===== src/rtl/seg_disp_pkg.sv =====
// seg_disp_pkg: shared constants, types and helpers for the multiplexed
// 7-segment display scanner.
//   SUB_TICKS    : sub-ticks per digit slot
//   MAX_DIGITS   : widest supported digit count (width of ENB_ALL_OFF)
//   phase_e      : per-slot phase decoded from the sub-tick count
//   ENB_ALL_OFF  : all common-node enables inactive (active-low, so all ones)
//   decode_phase : sub-tick count + brightness -> slot phase
package seg_disp_pkg;

   localparam int unsigned SUB_TICKS  = 16;
   localparam int unsigned MAX_DIGITS = 16;

   typedef enum logic [1:0] {
      GUARD,
      ON,
      OFF
   } phase_e;

   function automatic logic [MAX_DIGITS-1:0] ENB_ALL_OFF();
      return '1;
   endfunction

   // Sub-tick 0 is always a blank guard; the following 'bright' sub-ticks light.
   function automatic phase_e decode_phase(input logic [3:0] sub, input logic [3:0] bright);
      if (sub == 4'd0)
         return GUARD;
      else if (sub <= bright)
         return ON;
      else
         return OFF;
   endfunction

endpackage


===== src/rtl/scan_tick_gen.sv =====
// scan_tick_gen: free-running clock divider producing the scan sub-tick.
//   clk    : system clock
//   rst    : asynchronous active-high reset
//   tick_o : high for one cycle while the divider sits at TICK_DIV-1
module scan_tick_gen #(
   parameter int unsigned TICK_DIV = 5000
) (
   input  logic clk,
   input  logic rst,
   output logic tick_o
);

   localparam int unsigned DIV_W = $clog2(TICK_DIV);

   logic [DIV_W-1:0] div_q;
   logic [DIV_W-1:0] div_d;

   always_comb begin
      div_d = div_q + 1'b1;
      if (div_q == DIV_W'(TICK_DIV - 1))
         div_d = '0;
   end

   always_ff @(posedge clk or posedge rst) begin
      if (rst)
         div_q <= '0;
      else
         div_q <= div_d;
   end

   assign tick_o = (div_q == DIV_W'(TICK_DIV - 1));

endmodule


===== src/rtl/seg_scan_ctrl.sv =====
// seg_scan_ctrl: multiplexed 7-segment scan controller with per-digit blink,
// guard blanking at every digit change and 16-level PWM brightness.
//   clk          : system clock
//   rst          : asynchronous active-high reset
//   i_digit_seg  : segment patterns, digit d at [d*SEG_W +: SEG_W], digit 0 rightmost
//   i_dp         : decimal point per digit
//   i_blink_mask : 1 = digit blinks
//   i_blink_sync : one-cycle pulse, forces blink phase visible and restarts count
//   i_bright     : lit sub-ticks per slot (0 = dark, 15 = max)
//   o_seg        : segment pattern of the active digit (registered)
//   o_seg_dp     : decimal point of the active digit (registered)
//   o_seg_enb    : common-node enables, active-low, at most one low (registered)
//   o_frame      : one-cycle pulse at each frame wrap (registered)
module seg_scan_ctrl
   import seg_disp_pkg::*;
#(
   parameter int unsigned N_DIGITS     = 6,
   parameter int unsigned SEG_W        = 7,
   parameter int unsigned TICK_DIV     = 5000,
   parameter int unsigned BLINK_FRAMES = 32
) (
   input  logic                      clk,
   input  logic                      rst,
   input  logic [N_DIGITS*SEG_W-1:0] i_digit_seg,
   input  logic [N_DIGITS-1:0]       i_dp,
   input  logic [N_DIGITS-1:0]       i_blink_mask,
   input  logic                      i_blink_sync,
   input  logic [3:0]                i_bright,
   output logic [SEG_W-1:0]          o_seg,
   output logic                      o_seg_dp,
   output logic [N_DIGITS-1:0]       o_seg_enb,
   output logic                      o_frame
);

   localparam int unsigned DIG_W = $clog2(N_DIGITS);
   localparam int unsigned FC_W  = (BLINK_FRAMES > 1) ? $clog2(BLINK_FRAMES) : 1;

   logic tick;

   scan_tick_gen #(.TICK_DIV(TICK_DIV)) u_tick (
      .clk    (clk),
      .rst    (rst),
      .tick_o (tick)
   );

   logic [3:0]          sub_q,   sub_d;
   logic [DIG_W-1:0]    dig_q,   dig_d;
   logic [FC_W-1:0]     fcnt_q,  fcnt_d;
   logic                blink_q, blink_d;
   logic                prime_q, prime_d;
   logic [SEG_W-1:0]    seg_sh_q,  seg_sh_d;
   logic                dp_sh_q,   dp_sh_d;
   logic                mask_sh_q, mask_sh_d;
   logic [SEG_W-1:0]    seg_q,   seg_d;
   logic                dp_q,    dp_d;
   logic [N_DIGITS-1:0] enb_q,   enb_d;
   logic                frame_q, frame_d;

   logic       slot_wrap;
   logic       frame_wrap;
   logic       capture;
   logic [DIG_W-1:0] cap_dig;
   phase_e     phase;

   always_comb begin
      sub_d     = sub_q;
      dig_d     = dig_q;
      fcnt_d    = fcnt_q;
      blink_d   = blink_q;
      prime_d   = 1'b0;
      seg_sh_d  = seg_sh_q;
      dp_sh_d   = dp_sh_q;
      mask_sh_d = mask_sh_q;

      slot_wrap  = tick && (sub_q == 4'(SUB_TICKS - 1));
      frame_wrap = slot_wrap && (dig_q == DIG_W'(N_DIGITS - 1));

      if (tick)
         sub_d = sub_q + 1'b1;
      if (slot_wrap)
         dig_d = (dig_q == DIG_W'(N_DIGITS - 1)) ? '0 : dig_q + 1'b1;

      // The first slot after reset is never entered by a wrap, so prime_q
      // loads digit 0's shadow on the first cycle out of reset instead.
      capture = slot_wrap || prime_q;
      cap_dig = slot_wrap ? dig_d : dig_q;
      if (capture) begin
         for (int unsigned d = 0; d < N_DIGITS; d++) begin
            if (cap_dig == DIG_W'(d)) begin
               seg_sh_d  = i_digit_seg[d*SEG_W +: SEG_W];
               dp_sh_d   = i_dp[d];
               mask_sh_d = i_blink_mask[d];
            end
         end
      end

      // Sync overrides a toggle landing on the same edge.
      if (i_blink_sync) begin
         blink_d = 1'b0;
         fcnt_d  = '0;
      end else if (frame_wrap) begin
         if (fcnt_q == FC_W'(BLINK_FRAMES - 1)) begin
            fcnt_d  = '0;
            blink_d = ~blink_q;
         end else begin
            fcnt_d = fcnt_q + 1'b1;
         end
      end

      // Outputs lag the counters by one cycle, so the segment bus only
      // changes while the enables already show the guard blank.
      phase   = decode_phase(sub_q, i_bright);
      seg_d   = seg_sh_q;
      dp_d    = dp_sh_q;
      frame_d = frame_wrap;
      enb_d   = N_DIGITS'(ENB_ALL_OFF());
      if (phase == ON && !(blink_q && mask_sh_q)) begin
         for (int unsigned d = 0; d < N_DIGITS; d++) begin
            if (dig_q == DIG_W'(d))
               enb_d[d] = 1'b0;
         end
      end
   end

   always_ff @(posedge clk or posedge rst) begin
      if (rst) begin
         sub_q     <= '0;
         dig_q     <= '0;
         fcnt_q    <= '0;
         blink_q   <= 1'b0;
         prime_q   <= 1'b1;
         seg_sh_q  <= '0;
         dp_sh_q   <= 1'b0;
         mask_sh_q <= 1'b0;
         seg_q     <= '0;
         dp_q      <= 1'b0;
         enb_q     <= '1;
         frame_q   <= 1'b0;
      end else begin
         sub_q     <= sub_d;
         dig_q     <= dig_d;
         fcnt_q    <= fcnt_d;
         blink_q   <= blink_d;
         prime_q   <= prime_d;
         seg_sh_q  <= seg_sh_d;
         dp_sh_q   <= dp_sh_d;
         mask_sh_q <= mask_sh_d;
         seg_q     <= seg_d;
         dp_q      <= dp_d;
         enb_q     <= enb_d;
         frame_q   <= frame_d;
      end
   end

   assign o_seg     = seg_q;
   assign o_seg_dp  = dp_q;
   assign o_seg_enb = enb_q;
   assign o_frame   = frame_q;

endmodule

===== config.mk =====
export PLATFORM = sky130hd
export DESIGN_NAME = seg_scan_ctrl
export DESIGN_NICKNAME = d
export VERILOG_FILES = /design/src/rtl/seg_disp_pkg.sv /design/src/rtl/scan_tick_gen.sv /design/src/rtl/seg_scan_ctrl.sv
export SDC_FILE = /design/constraint.sdc
export NUM_CORES = 1
export LEC_CHECK = 0
export CAP_MARGIN = 10
export CORE_ASPECT_RATIO = 1.75
export CORE_MARGIN = 4
export CORE_UTILIZATION = 44
export DETAILED_ROUTE_END_ITERATION = 6
export HOLD_SLACK_MARGIN = 0.05
export PLACE_DENSITY = 0.81
export SLEW_MARGIN = 20
export SYNTH_ARGS = -nofsm -noshare
export SYNTH_HDL_FRONTEND = slang
export SYNTH_SLANG_ARGS = --single-unit
export TNS_END_PERCENT = 20

===== constraint.sdc =====
create_clock -name clk -period 2.6 [get_ports clk]
set_input_delay 0.52 -clock clk [delete_from_list [all_inputs] [get_ports clk]]
set_output_delay 0.52 -clock clk [all_outputs]
set_load 0.005 [all_outputs]

After elaboration in Yosys (flattened, before gate mapping)
Cells that the tools add are included.
{ "word_totals": {"register_bits": 51} }
{ "op_classes": {"addsub": 4, "n_lt_le_gt_ge": 1, "eq_ne": 14, "n_mux": 37, "bitwise": 1, "reduce_logical": 14} }
{ "ops": {"columns": ["op", "count"], "rows": [
  ["2-to-1 mux 7 bit", 6],
  ["2-to-1 mux 1 bit", 21],
  ["2-to-1 mux 5 bit", 3],
  ["adder 13 x 1 -> 13 bit, second input constant", 1],
  ["equality test 13 bit, second input constant", 1],
  ["2-to-1 mux 13 bit", 1],
  ["equality test 3 x 2 -> 1 bit, second input constant", 4],
  ["equality test 3 bit, second input constant", 4],
  ["2-to-1 mux 3 bit", 3],
  ["equality test 3 x 1 -> 1 bit, second input constant", 2],
  ["zero test 3 bit", 2],
  ["2-to-1 mux 6 bit", 1],
  ["nonzero test 6 bit", 1],
  ["adder 5 x 1 -> 5 bit, second input constant", 1],
  ["equality test 5 bit, second input constant", 1],
  ["adder 4 x 1 -> 4 bit, second input constant", 1],
  ["equality test 4 bit, second input constant", 1],
  ["<= comparator 4 bit", 1],
  ["logical AND 1 bit", 4],
  ["zero test 4 bit", 1],
  ["2-to-1 mux 2 bit", 2],
  ["AND reduction 2 bit", 2],
  ["nonzero test 2 bit", 2],
  ["adder 3 x 1 -> 3 bit, second input constant", 1],
  ["4 further kinds", 4]
]} }

Logic depth before layout (Yosys ltp)
{ "logic_depth": {"depth_word": 11, "depth_mapped": 10, "mapped_depth_nobuf": 8} }

Modules after synthesis
From an unflattened synthesis, not the netlist that was laid out.
{ "hier_totals": {"cells_unflattened": 347, "hier_area_um2": 3144.3} }
{ "modules_own_cells": {"columns": ["module", "n_inst", "cells_per_inst", "area_per_inst_um2"], "rows": [
  ["seg_scan_ctrl", 1, 290, 2526.2],
  ["scan_tick_gen", 1, 57, 618.1]
]} }

Worst setup path after synthesis
OpenSTA, ideal clock, no wires.
{ "synth_path": {"path_type": "reg-to-reg", "start": "register u_tick.div_q[3]", "end": "register dp_sh_q (netlist: dp_d)", "setup_ns": 0.142, "arrival_ns": 2.616, "path_slack_ns": -0.157, "path_stages_with_launch": 9, "synth_period_minus_slack_ns": 2.757, "path_cell_list": "dfrtp_1 > or4b_4 > or4_4 > buf_6 > buf_1 > mux2i_1 > mux2_2 > a221oi_2 > o21ai_1"} }
{ "synth_between": {"elab_chain_cells": 10, "word_cells_on_any_way": 18} }
{ "synth_rtl": {"columns": ["element", "line", "text"], "rows": [
  ["from (decl)", "scan_tick_gen.sv:15", "logic [DIV_W-1:0] div_q;"],
  ["from (signal assigned)", "scan_tick_gen.sv:28", "div_q <= div_d;"],
  ["equality test 13 bit (*)", "scan_tick_gen.sv:31", "assign tick_o = (div_q == DIV_W'(TICK_DIV - 1));"],
  ["logical AND 1 bit (*)", "seg_scan_ctrl.sv:75", "slot_wrap = tick && (sub_q == 4'(SUB_TICKS - 1));"],
  ["2-to-1 mux 3 bit", "seg_scan_ctrl.sv:80", "if (slot_wrap)"],
  ["2-to-1 mux 3 bit", "seg_scan_ctrl.sv:86", "cap_dig = slot_wrap ? dig_d : dig_q;"],
  ["equality test 3 x 1 -> 1 bit", "seg_scan_ctrl.sv:89", "if (cap_dig == DIG_W'(d)) begin"],
  ["2-to-1 mux 1 bit (5 in series)", "seg_scan_ctrl.sv:89", null],
  ["to (signal assigned)", "seg_scan_ctrl.sv:146", "dp_sh_q <= dp_sh_d;"],
  ["to (decl)", "seg_scan_ctrl.sv:52", "logic dp_sh_q, dp_sh_d;"]
]} }
Mark *: on every way between the ends. The rest lies on a longest branch, timed or not.
A chain may end at the register's enable or synchronous reset.

Final worst setup path
{ "layout_path": {"start": "register u_tick.div_q[3]", "end": "register seg_sh_q[6] (netlist: seg_d[6])"} }
{ "layout_between": {"elab_chain_cells": 10, "word_cells_on_any_way": 18} }
{ "layout_rtl": {"columns": ["element", "line", "text"], "rows": [
  ["equality test 13 bit (*)", "scan_tick_gen.sv:31", null],
  ["logical AND 1 bit (*)", "seg_scan_ctrl.sv:75", null],
  ["2-to-1 mux 3 bit", "seg_scan_ctrl.sv:80", null],
  ["2-to-1 mux 3 bit", "seg_scan_ctrl.sv:86", null],
  ["equality test 3 x 1 -> 1 bit", "seg_scan_ctrl.sv:89", null],
  ["2-to-1 mux 7 bit (5 in series)", "seg_scan_ctrl.sv:89", null],
  ["to (signal assigned)", "seg_scan_ctrl.sv:145", "seg_sh_q <= seg_sh_d;"],
  ["to (decl)", "seg_scan_ctrl.sv:51", "logic [SEG_W-1:0] seg_sh_q, seg_sh_d;"]
]} }
Marks and branches as above.

==> metrics.txt <==
critical path's top delay family=simple AND/OR/NAND/NOR gates; site row count=39; Antenna Diode Count=0; Slew Limit Fails=0; final setup vio count=8; number of synthesized flops with an enable pin=0; critical path's slowest cell=or4_4; library cells used by synthesis=51; worst path bufs/invs=1; CTS Root Cell=clkbuf_16; total wire length=6840 um; final hold slack=387 ps; CTS buffer count=5; nets=437; layout overhead on the synthesized area=43.5%; DR vias/cell=5.37; total gr overflow=0; FF+latch count, synth=51; 1st-pass router iterations=4; Syn Inst Count=270; Multi-input gate area=1630 um^2; hold path endpoint=o_seg[0]; first-pass GRT wire length=11600 um; worst path required time=2760 ps; fraction of layout cells with a size suffix above 1=20.2%; Die Area=8110 um^2; vias in the first global route=2615; R2R Path End=seg_d[6]; Tot GR Track Use=17.8%; # fillers=530; power per standard cell area=427 nW/um^2; Hold Violations, Final=0; min setup slack post-route=-73.6 ps; top fanout value on the critical path=9; worst reg2reg path depth=7; die width=69.8 um; top-area cell type share of the netlist area=37.4%; initial DRC count=75; Register Area=1280 um^2; drt wl/cell=15.2 um; leading cell type in the layout, fill and taps excluded=clkdlybuf4s50_1; Yosys warnings=0; core area=6540 um^2; I/O pins=76; FF-to-FF Start=u_tick.div_q[3]; Hold Startpoint=seg_d[0]; share of the yosys chip area belonging to registers=43.7%; CTS clock-pin slew for the worst setup and hold paths=60 ps; failing checks=setup timing; FFs w/ async S/R, synth=100%; fmax=374 MHz; worst min path class=reg2reg; Final HPWL DP=5470 um; status=complete, but fails checks; CTS tree=built; Startpoint Class=flip-flop; die height=116 um; top area cells in the synthesized netlist=dfrtp_1 37%, mux2i_1 9.5%, dfstp_2 6.3%, ha_1 4.3%, a221oi_2 4.1%; Syn Area/Cell=10.9 um^2; Static Leak=1.92 nW; max incr delay on CP=590 ps; H-Tree Depth=2; Longest Clk Path Bufs=2; initial antenna violation count=0; Max-Cap Viols=0; minimum period implied by the final worst setup slack=2670 ps; clock sink count=51; # DRC=0; IO buf count=75; Synth Flop Type=dfrtp_1; Hold Crit Depth=0; area leader, netlist=dfrtp_1; Final Cycle Share=103%; GPL Wtd Cong=0.822; routed vias=2411; Detail Route Antenna Nets=0; RSZ-0062 raised after global routing=true; Worst setup EP type=flip-flop; flop2flop setup slack=-70 ps; Synth Cell Area=2940 um^2; critical path class=reg2reg; most frequent cells in the layout=75 x clkdlybuf4s50_1, 44 x dfrtp_1, 28 x mux2i_1; starting density of the core=45.0%; Skew-Pair Late Insertion Delay=290 ps; Mapped Nets=341; Worst Path Arrival=2840 ps; CP Cell Sequence=or4b_4 > or4_4 > mux2i_4 > buf_12 > mux2_4 > a221oi_4 > o21ai_2; Worst VDD drop=0.000232 V; final clock skew=3.94 ps; Worst path depth=7; largest net degree at the start of global routing=25; setup TNS=-361 ps
==> how the worst max path moves through the flow <==
stage	start	endpoint
2_1_floorplan	u_tick.div_q[3]	dp_d
3_3_place_gp	u_tick.div_q[3]	seg_d[2]
3_5_place_dp	u_tick.div_q[3]	seg_d[6]
4_1_cts	u_tick.div_q[3]	seg_d[6]
5_1_grt	u_tick.div_q[3]	seg_d[6]
6_report	u_tick.div_q[3]	seg_d[6]
==> per-stage QoR <==
step | worst slack (ps) | instances | total power, mW | utilization [%] | cell area [um^2]
final | -73.6 | 449 | 1.80 | 64.5 | 4220
after global routing | -147 | 449 | 1.88 | 64.5 | 4220
after CTS | -60.3 | 447 | 1.81 | 63.8 | 4170
after detailed placement | -51.1 | 439 | 1.04 | 61.0 | 3990
after global placement | 30.2 | 439 | 1.04 | 61.0 | 3990
after floorplan | -37.1 | 270 | 0.904 | - | 2980
==> final cells by class <==
type                            instances  share of cell area (%)
Sequential cell                        51                    30.4
Clock inverter                          2                   0.919
Tap cell                               82                    2.43
Inverter                               13                    1.16
Clock buffer                            6                    3.29
Timing Repair Buffer                  100                    23.1
Multi-Input combinational cell        195                    38.6
==> registers in the layout (all words and copies together) (netlist names) <==
signal and cells:
blink_q 1, dig_q 3, dp_d 1, fcnt_q 5, mask_sh_q 1, o_frame 1, o_seg 7, o_seg_dp 1
o_seg_enb 6, prime_q 1, seg_d 7, sub_q 4, u_tick.div_q 13
==> cell usage after synthesis, drive strengths merged, types with 8 or more instances <==
cell	count
a21oi	8
nor2	13
ha	10
o21ai	16
mux2i	31
and2	12
mux2	10
nand3	10
dfrtp	44
xnor2	8
inv	13
nand2	16
a22oi	9
a221oi	8
==> kinds of logic after synthesis <==
| logic type | after synthesis | synth area share, % |
|---|---|---|
| compound gates | 49 | 12.9 |
| xor+xnor | 14 | 4.43 |
| fa+ha+maj | 10 | 4.26 |
| buf+inv | 24 | 3.57 |
| flops | 51 | 43.7 |
| mux | 41 | 15.2 |
| other cells | 1 | 0.128 |
| simple gates | 80 | 15.8 |
==> power by group <==
group          total [mW]  switching, mW  internal (mW)
clock               0.771          0.288          0.484
combinational       0.200         0.0658          0.134
sequential          0.832         0.0135          0.819
==> repair_timing <==
action / in CTS / in global routing
buffers inserted: 0 / 2
endpoints found under the setup margin: 9 / 9
hold endpoints to repair: 0 / 0
gates resized for setup: 1 / 5
hold buffers: 0 / 0
pin swaps: 0 / 2
==> layer usage <==
layer / track usage (%) / routed length, um / vias up
met5: 0 / 0 / -
met1: 17.4 / 2390 / 1154
met2: 35.1 / 3980 / 70
met4: 8.44 / 162 / 0
li1: - / - / 1174
met3: 3.53 / 310 / 13
Note: power is estimated with default switching activity, not from simulation.
